`src/rtl/uart_pkg.sv`:
```
// Shared types and constants for the UART receiver.
package uart_pkg;

  // Receiver FSM states
  typedef enum logic [2:0] {
    ST_IDLE,
    ST_START,
    ST_DATA,
    ST_PARITY,
    ST_STOP,
    ST_BREAK
  } rx_state_t;

  // Parity modes
  localparam int PAR_NONE = 0;
  localparam int PAR_ODD  = 1;
  localparam int PAR_EVEN = 2;

  // Returns 1 when the received parity bit disagrees with the data word.
  // Odd: data XOR parity must be 1.  Even: data XOR parity must be 0.
  function automatic logic parity_bad(input int mode, input logic data_xor,
                                      input logic pbit);
    logic sum;
    sum = data_xor ^ pbit;
    if (mode == PAR_ODD)       parity_bad = ~sum;
    else if (mode == PAR_EVEN) parity_bad = sum;
    else                       parity_bad = 1'b0;
  endfunction

endpackage

```
`src/rtl/uart_rx_fifo.sv`:
```
// Receive buffer: first-word fall-through FIFO with wrap-bit pointers.
module uart_rx_fifo #(
  parameter int WIDTH = 8,
  parameter int DEPTH = 4
) (
  input  logic             clk,
  input  logic             rst_n,
  input  logic             i_push,
  input  logic [WIDTH-1:0] i_data,
  input  logic             i_pop,
  output logic [WIDTH-1:0] o_data,
  output logic             o_full,
  output logic             o_empty
);

  localparam int AW = $clog2(DEPTH);

  logic [AW:0]      r_wr_ptr;
  logic [AW:0]      r_rd_ptr;
  logic [WIDTH-1:0] r_mem [DEPTH];

  logic w_do_pop;
  logic w_do_push;

  // Equal pointers mean empty; equal index with differing wrap bit means full.
  assign o_empty = (r_wr_ptr == r_rd_ptr);
  assign o_full  = (r_wr_ptr[AW] != r_rd_ptr[AW]) &&
                   (r_wr_ptr[AW-1:0] == r_rd_ptr[AW-1:0]);

  // A pop frees the head slot in the same cycle, so a full FIFO still accepts.
  assign w_do_pop  = i_pop && !o_empty;
  assign w_do_push = i_push && (!o_full || w_do_pop);

  // Head word is forced to zero when empty so the output is defined after reset.
  assign o_data = o_empty ? '0 : r_mem[r_rd_ptr[AW-1:0]];

  // Pointer update
  always_ff @(posedge clk or negedge rst_n) begin
    if (!rst_n) begin
      r_wr_ptr <= '0;
      r_rd_ptr <= '0;
    end else begin
      if (w_do_push) r_wr_ptr <= r_wr_ptr + (AW+1)'(1);
      if (w_do_pop)  r_rd_ptr <= r_rd_ptr + (AW+1)'(1);
    end
  end

  // Storage write; data words carry no reset
  always_ff @(posedge clk) begin
    if (w_do_push) r_mem[r_wr_ptr[AW-1:0]] <= i_data;
  end

endmodule

```
`src/rtl/uart_rx.sv`:
```
// UART receiver: synchroniser, frame FSM with parity/framing/break handling,
// receive FIFO and sticky overflow flag.
module uart_rx
  import uart_pkg::*;
#(
  parameter int unsigned CLKS_PER_BIT = 176000,
  parameter int          DATA_BITS    = 8,
  parameter int          PARITY       = 0,
  parameter int          STOP_BITS    = 1,
  parameter int          FIFO_DEPTH   = 4
) (
  input  logic                 clk,
  input  logic                 rst_n,
  input  logic                 rx_i,
  output logic [DATA_BITS-1:0] data_o,
  output logic                 valid_o,
  input  logic                 ready_i,
  output logic                 parity_err_o,
  output logic                 frame_err_o,
  output logic                 overflow_o,
  input  logic                 clr_i,
  output logic                 busy_o
);

  localparam int            CW        = $clog2(CLKS_PER_BIT);
  localparam logic [CW-1:0] CNT_FULL  = CW'(CLKS_PER_BIT - 1);
  localparam logic [CW-1:0] CNT_HALF  = CW'(CLKS_PER_BIT / 2 - 1);
  localparam logic [3:0]    LAST_BIT  = 4'(DATA_BITS - 1);
  localparam logic          STOP_LAST = 1'(STOP_BITS - 1);

  // Reject illegal parameter values at elaboration
  if (CLKS_PER_BIT < 8 || CLKS_PER_BIT > (1 << 20)) begin : g_bad_cpb
    $error("uart_rx: CLKS_PER_BIT out of range 8..2^20");
  end
  if (DATA_BITS < 5 || DATA_BITS > 9) begin : g_bad_db
    $error("uart_rx: DATA_BITS out of range 5..9");
  end
  if (PARITY != PAR_NONE && PARITY != PAR_ODD && PARITY != PAR_EVEN) begin : g_bad_par
    $error("uart_rx: PARITY must be 0, 1 or 2");
  end
  if (STOP_BITS < 1 || STOP_BITS > 2) begin : g_bad_stop
    $error("uart_rx: STOP_BITS out of range 1..2");
  end
  if (FIFO_DEPTH < 2 || (FIFO_DEPTH & (FIFO_DEPTH - 1)) != 0) begin : g_bad_depth
    $error("uart_rx: FIFO_DEPTH must be a power of two >= 2");
  end

  // Synchroniser and edge detection
  logic       r_sync1;
  logic       r_sync2;
  logic [1:0] r_warm;
  logic       r_rx_prev;
  logic       w_rx;
  logic       w_fall;

  // FSM and datapath
  rx_state_t             r_state;
  rx_state_t             w_state_nxt;
  logic [CW-1:0]         r_cnt;
  logic [CW-1:0]         w_cnt_nxt;
  logic [3:0]            r_bit_idx;
  logic [3:0]            w_bit_idx_nxt;
  logic                  r_stop_idx;
  logic                  w_stop_idx_nxt;
  logic [DATA_BITS-1:0]  r_shift;
  logic [DATA_BITS-1:0]  w_shift_nxt;
  logic                  r_par_err;
  logic                  w_par_err_nxt;
  logic                  r_frm_err;
  logic                  w_frm_err_nxt;
  logic                  w_frm_now;
  logic                  w_tick;
  logic                  w_push;
  logic                  w_pulse_par;
  logic                  w_pulse_frm;

  // Outputs and FIFO handshake
  logic                  r_parity_err;
  logic                  r_frame_err;
  logic                  r_overflow;
  logic                  w_full;
  logic                  w_empty;
  logic                  w_pop;
  logic [DATA_BITS-1:0]  w_fifo_data;

  assign w_rx   = r_sync2;
  // r_rx_prev only goes high once the synchroniser holds real line values,
  // so a line held low through reset release never looks like a start edge.
  assign w_fall = r_rx_prev && !w_rx;
  assign w_tick = (r_cnt == '0);

  // Two-flop synchroniser, warm-up shift and previous-sample register
  always_ff @(posedge clk or negedge rst_n) begin
    if (!rst_n) begin
      r_sync1   <= 1'b1;
      r_sync2   <= 1'b1;
      r_warm    <= 2'b00;
      r_rx_prev <= 1'b0;
    end else begin
      r_sync1   <= rx_i;
      r_sync2   <= r_sync1;
      r_warm    <= {r_warm[0], 1'b1};
      r_rx_prev <= r_warm[1] ? w_rx : 1'b0;
    end
  end

  // FSM state and control registers
  always_ff @(posedge clk or negedge rst_n) begin
    if (!rst_n) begin
      r_state    <= ST_IDLE;
      r_cnt      <= '0;
      r_bit_idx  <= '0;
      r_stop_idx <= 1'b0;
      r_par_err  <= 1'b0;
      r_frm_err  <= 1'b0;
    end else begin
      r_state    <= w_state_nxt;
      r_cnt      <= w_cnt_nxt;
      r_bit_idx  <= w_bit_idx_nxt;
      r_stop_idx <= w_stop_idx_nxt;
      r_par_err  <= w_par_err_nxt;
      r_frm_err  <= w_frm_err_nxt;
    end
  end

  // Data shift register; contents only matter once a frame completes
  always_ff @(posedge clk) begin
    r_shift <= w_shift_nxt;
  end

  // Next-state, bit-timing and frame-completion logic
  always_comb begin
    w_state_nxt    = r_state;
    w_cnt_nxt      = w_tick ? CNT_FULL : r_cnt - CW'(1);
    w_bit_idx_nxt  = r_bit_idx;
    w_stop_idx_nxt = r_stop_idx;
    w_shift_nxt    = r_shift;
    w_par_err_nxt  = r_par_err;
    w_frm_err_nxt  = r_frm_err;
    w_frm_now      = 1'b0;
    w_push         = 1'b0;
    w_pulse_par    = 1'b0;
    w_pulse_frm    = 1'b0;

    case (r_state)
      ST_IDLE: begin
        w_cnt_nxt = '0;
        if (w_fall) begin
          w_state_nxt = ST_START;
          w_cnt_nxt   = CNT_HALF;
        end
      end

      ST_START: begin
        if (w_tick) begin
          if (w_rx) begin
            // Line high again at mid start bit: glitch, not a frame
            w_state_nxt = ST_IDLE;
            w_cnt_nxt   = '0;
          end else begin
            w_state_nxt   = ST_DATA;
            w_bit_idx_nxt = '0;
            w_par_err_nxt = 1'b0;
            w_frm_err_nxt = 1'b0;
          end
        end
      end

      ST_DATA: begin
        if (w_tick) begin
          w_shift_nxt = {w_rx, r_shift[DATA_BITS-1:1]};
          if (r_bit_idx == LAST_BIT) begin
            w_state_nxt    = (PARITY != PAR_NONE) ? ST_PARITY : ST_STOP;
            w_stop_idx_nxt = 1'b0;
          end else begin
            w_bit_idx_nxt = r_bit_idx + 4'd1;
          end
        end
      end

      ST_PARITY: begin
        if (w_tick) begin
          w_par_err_nxt  = parity_bad(PARITY, ^r_shift, w_rx);
          w_state_nxt    = ST_STOP;
          w_stop_idx_nxt = 1'b0;
        end
      end

      ST_STOP: begin
        if (w_tick) begin
          w_frm_now = r_frm_err || !w_rx;
          if (r_stop_idx == STOP_LAST) begin
            w_pulse_par = r_par_err;
            w_pulse_frm = w_frm_now;
            w_push      = !r_par_err && !w_frm_now;
            w_cnt_nxt   = '0;
            // A low final stop sample means the line is still held low
            w_state_nxt = (w_frm_now && !w_rx) ? ST_BREAK : ST_IDLE;
          end else begin
            w_frm_err_nxt  = w_frm_now;
            w_stop_idx_nxt = 1'b1;
          end
        end
      end

      ST_BREAK: begin
        w_cnt_nxt = '0;
        if (w_rx) w_state_nxt = ST_IDLE;
      end

      default: begin
        w_state_nxt = ST_IDLE;
        w_cnt_nxt   = '0;
      end
    endcase
  end

  assign w_pop = !w_empty && ready_i;

  // Receive buffer
  uart_rx_fifo #(
    .WIDTH (DATA_BITS),
    .DEPTH (FIFO_DEPTH)
  ) u_fifo (
    .clk     (clk),
    .rst_n   (rst_n),
    .i_push  (w_push),
    .i_data  (w_shift_nxt),
    .i_pop   (w_pop),
    .o_data  (w_fifo_data),
    .o_full  (w_full),
    .o_empty (w_empty)
  );

  // Error pulses and sticky overflow; a new overflow wins over clr_i
  always_ff @(posedge clk or negedge rst_n) begin
    if (!rst_n) begin
      r_parity_err <= 1'b0;
      r_frame_err  <= 1'b0;
      r_overflow   <= 1'b0;
    end else begin
      r_parity_err <= w_pulse_par;
      r_frame_err  <= w_pulse_frm;
      if (w_push && w_full && !w_pop) r_overflow <= 1'b1;
      else if (clr_i)                 r_overflow <= 1'b0;
    end
  end

  assign data_o       = w_fifo_data;
  assign valid_o      = !w_empty;
  assign parity_err_o = r_parity_err;
  assign frame_err_o  = r_frame_err;
  assign overflow_o   = r_overflow;
  assign busy_o       = (r_state != ST_IDLE);

endmodule

```
`config.mk`:
```
export PLATFORM = sky130hd
export DESIGN_NAME = uart_rx
export DESIGN_NICKNAME = d
export VERILOG_FILES = /design/src/rtl/uart_pkg.sv /design/src/rtl/uart_rx_fifo.sv /design/src/rtl/uart_rx.sv
export SDC_FILE = /design/constraint.sdc
export NUM_CORES = 1
export LEC_CHECK = 0
export BUFFER_PORTS_ARGS = -buffer_cell sky130_fd_sc_hd__buf_2
export CORE_ASPECT_RATIO = 1.75
export CORE_UTILIZATION = 35
export DETAILED_ROUTE_END_ITERATION = 7
export RECOVER_POWER = 100
export SLEW_MARGIN = 20
export SYNTH_ARGS = -nofsm -noshare
export SYNTH_HDL_FRONTEND = slang
export SYNTH_HIERARCHICAL = 1
export SYNTH_SLANG_ARGS = --single-unit
```
`constraint.sdc`:
```
create_clock -name clk -period 3.6 [get_ports clk]
set_clock_uncertainty 0.15 [all_clocks]
set_input_delay 0.72 -clock clk [delete_from_list [all_inputs] [get_ports clk]]
set_output_delay 0.72 -clock clk [all_outputs]
set_load 0.05 [all_outputs]
```
Yosys cells after proc, flatten, opt, wreduce, memory -nomap -nowiden --
Memory sizes are Yosys's and may differ from the RTL's. Index checks and enable logic that the tools add are counted.
Operators by class: add/subtract/negate cells 4, equality and inequality tests 20, muxes and demuxes 52, reductions and logical operators 31
Operators by type and width (count):
- 18-bit 2-to-1 mux | 5
- 18-bit one-hot mux with 4 select lines | 1
- 3-bit 2-to-1 mux | 9
- 8-bit 2-to-1 mux | 3
- 1-bit 2-to-1 mux | 23
- 2-bit != test (second input constant) | 11
- 18-bit zero test | 1
- 3-bit one-hot mux with 6 select lines | 1
- 18-bit by 1-bit subtractor with 18-bit output (second input constant) | 1
- 17-bit 2-to-1 mux | 1
- 4-bit 2-to-1 mux | 4
- 5-bit AND reduction | 3
- 1-bit logical AND | 9
- 4-bit one-hot mux with 2 select lines | 1
- 8-bit AND reduction | 1
- 2-bit nonzero test | 4
- 3-bit by 1-bit adder with 3-bit output (second input constant) | 2
- 3-bit by 2-bit equality test with 1-bit output (second input constant) | 2
- 3-bit equality test (second input constant) | 2
- 1-bit zero test | 6
- 3-bit nonzero test | 2
- 4-bit by 1-bit adder with 4-bit output (second input constant) | 1
- 4-bit by 3-bit equality test with 1-bit output (second input constant) | 1
- 1-bit one-hot mux with 2 select lines | 2
- other kinds (10) | 11
Word-level totals: register bits 50, bits in writable memories 32, output and inout bits 13, memories 1
Memories:
- u_fifo.r_mem | words 4, width 8, read ports 1, clocked after memory_dff 0, wr ports 1, line uart_rx_fifo.sv:20 | logic [WIDTH-1:0] r_mem [DEPTH];

Longest topological paths before layout --
Gate-level depths: netlist of the first run.
word-level depth 10, gate-level depth with buffers 9, depth with buffers taken out 8

Hierarchy --
The synthesis of the first run kept the hierarchy.
Modules (own cells, without submodules):
- uart_rx | instances 1, cells an instance 195, area an instance 2008.2 µm², sequential area each 988.4 µm²
- uart_rx_fifo | instances 1, cells an instance 85, area an instance 1657.8 µm², sequential area each 1111.1 µm²

Worst setup path after synthesis of the first run --
Ideal clock, no wire load.
kind flip-flop to flip-flop, start point register r_cnt[3], end point memory u_fifo.r_mem[3][0] (enable), library setup time 324 ps, arrival time 2287 ps, data required time 3126 ps, path slack 839 ps, stages on the path, launching flop included 8, period minus slack after synthesis 2761 ps, cells stage by stage dfrtp_1 nor4_4 nand3_2 or4_4 nor4b_4 and2_1 o41ai_2 inv_1
Between the ends: longest elaborated chain between the ends 6
Ends and longest elaborated chain:
- from (decl) | line uart_rx.sv:59 | logic [CW-1:0] r_cnt;
- from (signal assigned) | line uart_rx.sv:118 | r_cnt <= w_cnt_nxt;
- 18-bit zero test | line uart_rx.sv:90 | assign w_tick = (r_cnt == '0);
- 1-bit 2-to-1 mux | line uart_rx.sv:190 | if (w_tick) begin
- 1-bit 2-to-1 mux | line uart_rx.sv:145 | case (r_state)
- named net w_push | line uart_rx.sv:73 | logic w_push;
- 1-bit logical AND | line uart_rx_fifo.sv:32 | assign w_do_push = i_push && (!o_full || w_do_pop);
- 1-bit 2-to-1 mux | line uart_rx_fifo.sv:50 | if (w_do_push) r_mem[r_wr_ptr[AW-1:0]] <= i_data;
- 1-bit 2-to-1 mux (not written as such) | line uart_rx_fifo.sv:50
- to (decl) | line uart_rx_fifo.sv:20
The timed path passes the listed nets, and every way through them passes these cells.

Worst setup path in the final report of the first run --
start point register u_fifo.r_rd_ptr[1], end point output data_o[0]
Between the ends: longest elaborated chain between the ends 2, elaborated cells on any way between the ends 3, classes of those cells eq/ne: 1; mux: 1; memory: 1
Ends and longest elaborated chain:
- from (decl) | line uart_rx_fifo.sv:19 | logic [AW:0] r_rd_ptr;
- from (signal assigned) | line uart_rx_fifo.sv:44 | if (w_do_pop) r_rd_ptr <= r_rd_ptr + (AW+1)'(1);
- 3-bit equality test | line uart_rx_fifo.sv:26 | assign o_empty = (r_wr_ptr == r_rd_ptr);
- named net w_empty | line uart_rx.sv:82 | logic w_empty;
- 8-bit 2-to-1 mux | line uart_rx_fifo.sv:35 | assign o_data = o_empty ? '0 : r_mem[r_rd_ptr[AW-1:0]];
- to (decl) | line uart_rx.sv:15 | output logic [DATA_BITS-1:0] data_o,
The timed path passes the listed nets, and every way through them passes these cells.

==> metrics.cfg, run 1 <==
[min_path]
whs_path_depth = 0
hp-class = reg -> reg
hp-start = r_warm[0]$_DFF_PN0_

[timing]
finalWorstPathRequiredPeriod_ps = 3120
whs_ps = 210
worst_pin_slew_ps = 2200
setup_viol = 0
hold_violations = 0
drv_slew = 40
maxSlewHeadroom_pct = -46.6
finalCritPeriodShare_pct = 86.6
rsz0062_at_grt = false
tns_ps = 0
max_freq_mhz = 321

[die]
core_mm2 = 0.0102
rows = 49
initial_utilization_pct = 35.8
fp.dieH_um = 137
dieWidth_um = 79.4
io_pins = 18
dieArea_mm2 = 0.0109

[clock_network]
clkLatencyLatePin_ps = 340
hold_buffers = 0
numCtsBuffers = 9
post_cts_buffers = 0
cts_tree = done
cts.sinks = 79
clockBufferDepth = 2
path_clk_slew_ps = 60
post_cts_resized = 0
htreeDepth = 3
root_buffer = clkbuf_16

[route]
firstDrtPassIters = 4
first_iter_violations = 102
vias = 2170
drcViolationCount = 0
post_drt_via_cell_ratio = 5.02
wl_um = 6310
wl_per_cell_um = 14.6
drtAntennaViolNets = 0

[worst_setup_path]
endpoint_kind = primary output
crit_type = reg -> out
r2r_cells = 7
crit_fanout = 11
arrival_ps = 2250
crit_start = u_fifo/r_rd_ptr[1]$_DFFE_PN0P_
r2r-start = r_cnt[3]$_DFF_PN0_
required_ps = 2730
start_kind = register

[synth]
seq_area_frac_synth_pct = 57.3
synthCells = 280
synth-async-reset-ratio_pct = 49.4
synthTopCellsByArea = edfxtp_1 (26%), dfrtp_1 (25%), mux4_2 (4.9%)
synth-edff-count = 32
yosysTopAreaCellShare_pct = 26.2
syn_area_mm2 = 0.00367
ys_ff_latch = 79
yosysTopAreaCell = edfxtp_1
synth-main-ff-cell = dfrtp_1
syn_area_per_cell_um2 = 13.1
syn-num-nets = 293
yosysWarnings = 6
yosysUniqueCellTypes = 60

[place]
routabilityCongestion = 0.702
dpl.hpwl_um = 4490
portBuffers = 16

[global_route]
grt.overflow.total = 0
track_usage_pct = 13.3
grt_max_degree = 40
first_global_vias = 2219
grt_pass1_wl_um = 10700
antenna_found_initial = 0

[cells_and_area]
area_growth_pct = 11.6
multiInputGateArea_mm2 = 0.00140
diodes = 0
nFillCells = 971
nNetsFinal = 313
final-seq-area_mm2 = 0.00210
post-route-util_pct = 40.0
drive_gt1_share_pct = 14.8

[outcome]
outcome = complete, but fails checks
violations = max-capacitance violations, max-slew violations

[power_and_ir_drop]
power_leakage_nw = 1.66
powerDensity_mw_per_mm2 = 676
max-vdd-ir-drop_mv = 0.352

[run]
drv_cap = 1

## synth_stat cells (all sizes together) (3+ instances only)
cell and number:
a21oi 9, and2 4, and3 3, buf 8, clkbuf 3, dfrtp 37
dfxtp 8, edfxtp 32, ha 8, inv 10, mux2 11, mux4 8
nand2 10, nand3 4, nand4 4, nor2 23, nor2b 10, nor3 9
o21ai 14, o31ai 5, o41ai 4, or3b 4, xnor2 14, xor2 8
## cells by family (layout without fill, tap and decap cells)
| kind of cell | count (synthesis) | in the layout | share of synthesized area, % |
|---|---|---|---|
| other | 2 | 2 | 0.205 |
| AOI/OAI and AO/OA | 42 | 42 | 7.88 |
| xor gates and xnor gates | 22 | 22 | 5.97 |
| DFF | 79 | 79 | 57.3 |
| buffers and inverters | 21 | 46 | 3.07 |
| muxes | 19 | 19 | 8.29 |
| adders and majority gates | 8 | 8 | 2.73 |
| and+or+nand+nor | 87 | 87 | 14.6 |
## critical path, stage by stage, from the launching register on
cell	delay (ps)
dfrtp_1	590
xor2_1	480
nor3_2	210
nor2b_1	150
clkbuf_1	470
## through the flow
| step | total power, mW | instance area, um^2 | std cells | setup slack [ps] |
|---|---|---|---|---|
| floorplan | 1.70 | 3670 | 280 | 839 |
| global placement | 1.85 | 3860 | 416 | 539 |
| detailed placement | 1.86 | 3860 | 416 | 475 |
| CTS | 2.82 | 4170 | 432 | 464 |
| global route | 2.93 | 4090 | 432 | 230 |
| finish | 2.77 | 4090 | 432 | 482 |
## where the power goes
part / switching [mW] / leakage [nW] / total (mW) / internal [mW]
Clock: 0.387 / 0.155 / 0.942 / 0.555
Sequential: 0.111 / 0.897 / 1.15 / 1.04
Combinational: 0.408 / 0.605 / 0.674 / 0.266
Total: 0.906 / 1.66 / 2.77 / 1.86
## path summary, 6_finish.rpt
check                                                     to  slack, ps
worst max-delay path                               data_o[0]        480
worst min-delay path                     r_warm[1]$_DFF_PN0_        210
worst max register to register  u_fifo/r_mem[3][7]$_DFFE_PP_        490
worst min register to register           r_warm[1]$_DFF_PN0_        210
max in group asynchronous              frame_err_o$_DFF_PN0_       1170
min in group asynchronous                 r_cnt[3]$_DFF_PN0_        880
## layer usage
metal	part of all wire (%)	track usage (%)	vias to the layer above
li1	-	-	1051
met1	40	14.7	1085
met2	54	22.8	24
met3	2.9	4.04	10
met4	2.5	6.57	0
met5	0	0	-
## placed cells by master (no fill, tap or decap), types with 3 or more instances in the layout
master / n
dfxtp_1: 8
nor2b_1: 10
nand2_1: 10
o21ai_0: 14
o31ai_1: 4
clkbuf_1: 14
inv_1: 10
mux2_1: 10
xor2_1: 7
a21oi_1: 9
and3_1: 3
buf_2: 4
xnor2_1: 14
o41ai_1: 4
nand3_1: 3
dfrtp_1: 37
mux4_2: 8
nor2_1: 23
ha_1: 8
inv_6: 3
nand4_1: 4
clkbuf_16: 9
edfxtp_1: 32
or3b_2: 3
nor3_1: 8
## state kept, by name, summed over array words and instances, names as in the netlist, 2 cells and up
signal	count
u_fifo/r_mem	32
r_cnt	18
u_fifo/r_rd_ptr	3
r_shift	8
r_state	3
r_warm	2
u_fifo/r_wr_ptr	3
r_bit_idx	4
## cell type report
class	count	share of cell area, %
repair buffers	20	2.14
multi-input cells	180	34.1
inverters	10	0.917
well taps	127	3.88
clock buffers	9	5.50
clock inverters	7	2.14
flip-flops and latches	79	51.3
No activity file was read; power rests on OpenSTA's default activity.
==> run 2, diff against run 1 <==
CORE_ASPECT_RATIO = default   (was 1.75)
==> run 2 against run 1 <==
  * The flow still finishes with violations (max-capacitance violations, max-slew violations)
  * Count of clock-buffer cells in the layout increased by 3
  * Cell count increased by 1.6%
  * Combinational power decreased by 1%
  * Non-clock buffer count increased by 1
  * Sequential cell count unchanged
  * Sequential power about the same
  * Critical path depth increased by 3
  * Utilization increased by 0.34 points
  * Sequential share of layout area increased by 1.0 points
  * Die area decreased by 0.14%
  * Cell area decreased by 2.0%
  * Total power decreased by 9.8%
  * Largest power group unchanged
==> metrics.cfg, run 2 (synthesis gave the netlist of run 1 again) <==
[clock_network]
htreeDepth = 3  ; unchanged
post_cts_resized = 0  ; unchanged
root_buffer = clkbuf_8  ; was clkbuf_16
clkLatencyLatePin_ps = 350  ; was 340 ps
hold_buffers = 0  ; unchanged
cts.sinks = 79  ; unchanged
path_clk_slew_ps = 80  ; was 60 ps
cts_tree = done  ; unchanged
post_cts_buffers = 0  ; unchanged
clockBufferDepth = 2  ; unchanged
numCtsBuffers = 9  ; unchanged

[global_route]
grt.overflow.total = 0  ; unchanged
track_usage_pct = 12.9  ; was 13.3%
first_global_vias = 2184  ; was 2219
grt_pass1_wl_um = 10900  ; was 10700 um
grt_max_degree = 40  ; unchanged
antenna_found_initial = 0  ; unchanged

[die]
rows = 36  ; was 49
initial_utilization_pct = 36.8  ; was 35.8%
dieArea_mm2 = 0.0109  ; about the same
fp.dieH_um = 104  ; was 137 um
io_pins = 18  ; unchanged
dieWidth_um = 104  ; was 79.4 um
core_mm2 = 0.00995  ; was 0.0102 mm^2

[timing]
drv_slew = 40  ; unchanged
rsz0062_at_grt = false  ; unchanged
maxSlewHeadroom_pct = -39.6  ; was -46.6%
finalCritPeriodShare_pct = 85.3  ; was 86.6%
worst_pin_slew_ps = 2090  ; was 2200 ps
whs_ps = 208  ; was 210 ps
max_freq_mhz = 326  ; was 321 MHz
tns_ps = 0  ; unchanged
finalWorstPathRequiredPeriod_ps = 3070  ; was 3120 ps
setup_viol = 0  ; unchanged
hold_violations = 0  ; unchanged
fin_ws_ps = 531  ; was 482 ps

[cells_and_area]
multiInputGateArea_mm2 = 0.00141  ; was 0.00140 mm^2
nNetsFinal = 314  ; was 313
area_growth_pct = 9.45  ; was 11.6%
fin_cells = 439  ; was 432
final-seq-area_mm2 = 0.00210  ; unchanged
layout_common_cells = dfrtp_1 (37), edfxtp_1 (32), nor2_1 (23)  ; unchanged
final_common_cell = dfrtp_1  ; unchanged
post-route-util_pct = 40.3  ; was 40.0%
nFillCells = 940  ; was 971
largest_reg_flops = 32  ; unchanged
diodes = 0  ; unchanged
stdcell_area_mm2 = 0.00401  ; was 0.00409 mm^2
drive_gt1_share_pct = 14.1  ; was 14.8%

[power_and_ir_drop]
p_sw_share_pct = 33.1  ; was 32.8%
power_leakage_nw = 1.63  ; was 1.66 nW
p_clk_share_pct = 27.3  ; was 34.1%
power.share.sequential_pct = 46.0  ; was 41.6%
switching_power_mw = 0.825  ; was 0.906 mW
power_frac_comb_pct = 26.7  ; was 24.4%
max-vdd-ir-drop_mv = 0.246  ; was 0.352 mV
power.internal_mw = 1.67  ; was 1.86 mW
p_total_mw = 2.49  ; was 2.77 mW
powerDensity_mw_per_mm2 = 622  ; was 676 mW/mm^2

[min_path]
hp-class = reg -> reg  ; unchanged

[worst_setup_path]
crit_type = reg -> reg  ; was reg -> out
crit_buf_inv = 1  ; unchanged
arrival_ps = 2940  ; was 2250 ps
endpoint_kind = register  ; was primary output
required_ps = 3470  ; was 2730 ps
slowest_stage = or4_1  ; was dfrtp_1
path_delay_family = simple AND/OR/NAND/NOR gates  ; was flip-flops
crit_fanout = 8  ; was 11
critPathMaxStageDelay_ps = 610  ; was 590 ps
start_kind = register  ; unchanged
crit_chain = nor3_1 -> nand3_2 -> or4_1 -> nor4b_4 -> and2_0 -> o41ai_1 -> inv_1  ; was xor2_1 -> nor3_2 -> nor2b_1 -> clkbuf_1

[place]
dpl.hpwl_um = 4400  ; was 4490 um
routabilityCongestion = 0.754  ; was 0.702
place_inst = 423  ; was 416
place_ws_ps = 535  ; was 475 ps
portBuffers = 16  ; unchanged
placedInstanceArea_mm2 = 0.00387  ; was 0.00386 mm^2

[outcome]
outcome = complete, but fails checks  ; unchanged
violations = max-capacitance violations, max-slew violations  ; unchanged

[route]
firstDrtPassIters = 4  ; unchanged
drtAntennaViolNets = 0  ; unchanged
vias = 2145  ; was 2170
drcViolationCount = 0  ; unchanged
post_drt_via_cell_ratio = 4.89  ; was 5.02
first_iter_violations = 71  ; was 102
wl_um = 6410  ; was 6310 um
wl_per_cell_um = 14.6  ; about the same

[run]
drv_cap = 1  ; unchanged

[run 2: power groups by stage]
stage | Clock [mW] | Sequential [mW] | Combinational (mW)
floorplan | 0 | 1.14 | 0.563
global placement | 0 | 1.16 | 0.679
detailed placement | 0 | 1.16 | 0.692
CTS | 0.706 | 1.15 | 0.694
global route | 0.733 | 1.16 | 0.753
finish | 0.681 | 1.15 | 0.666
[run 2: layout make-up]
cell class                 count  area share [%]
clock buffer                  12            3.90
clock inverter                 4            1.31
inverter                      10           0.935
multi-input combinational    180            35.0
sequential                    79            52.3
tap                          133            4.15
timing repair buffer          21            2.34
[run 2: worst paths after layout]
check	start	to	slack, ps	cells after the start
hold / removal	r_warm[0]$_DFF_PN0_	r_warm[1]$_DFF_PN0_	210	0
max in group asynchronous	rst_n	r_state[2]$_DFFE_PN0P_	1280	1
setup reg to reg	r_cnt[14]$_DFF_PN0_	u_fifo/r_mem[3][7]$_DFFE_PP_	530	7
setup / recovery	r_cnt[14]$_DFF_PN0_	u_fifo/r_mem[3][7]$_DFFE_PP_	530	7
hold reg to reg	r_warm[0]$_DFF_PN0_	r_warm[1]$_DFF_PN0_	210	0
min in group asynchronous	rst_n	r_cnt[2]$_DFF_PN0_	820	1
[run 2: routing by layer]
metal	GRT usage, %	up-vias	share of wire [%]
met1	17.8	1056	51
met2	18.8	28	44
met5	0	-	0
met3	3.32	8	3.5
met4	6.12	0	1.6
li1	-	1053	-
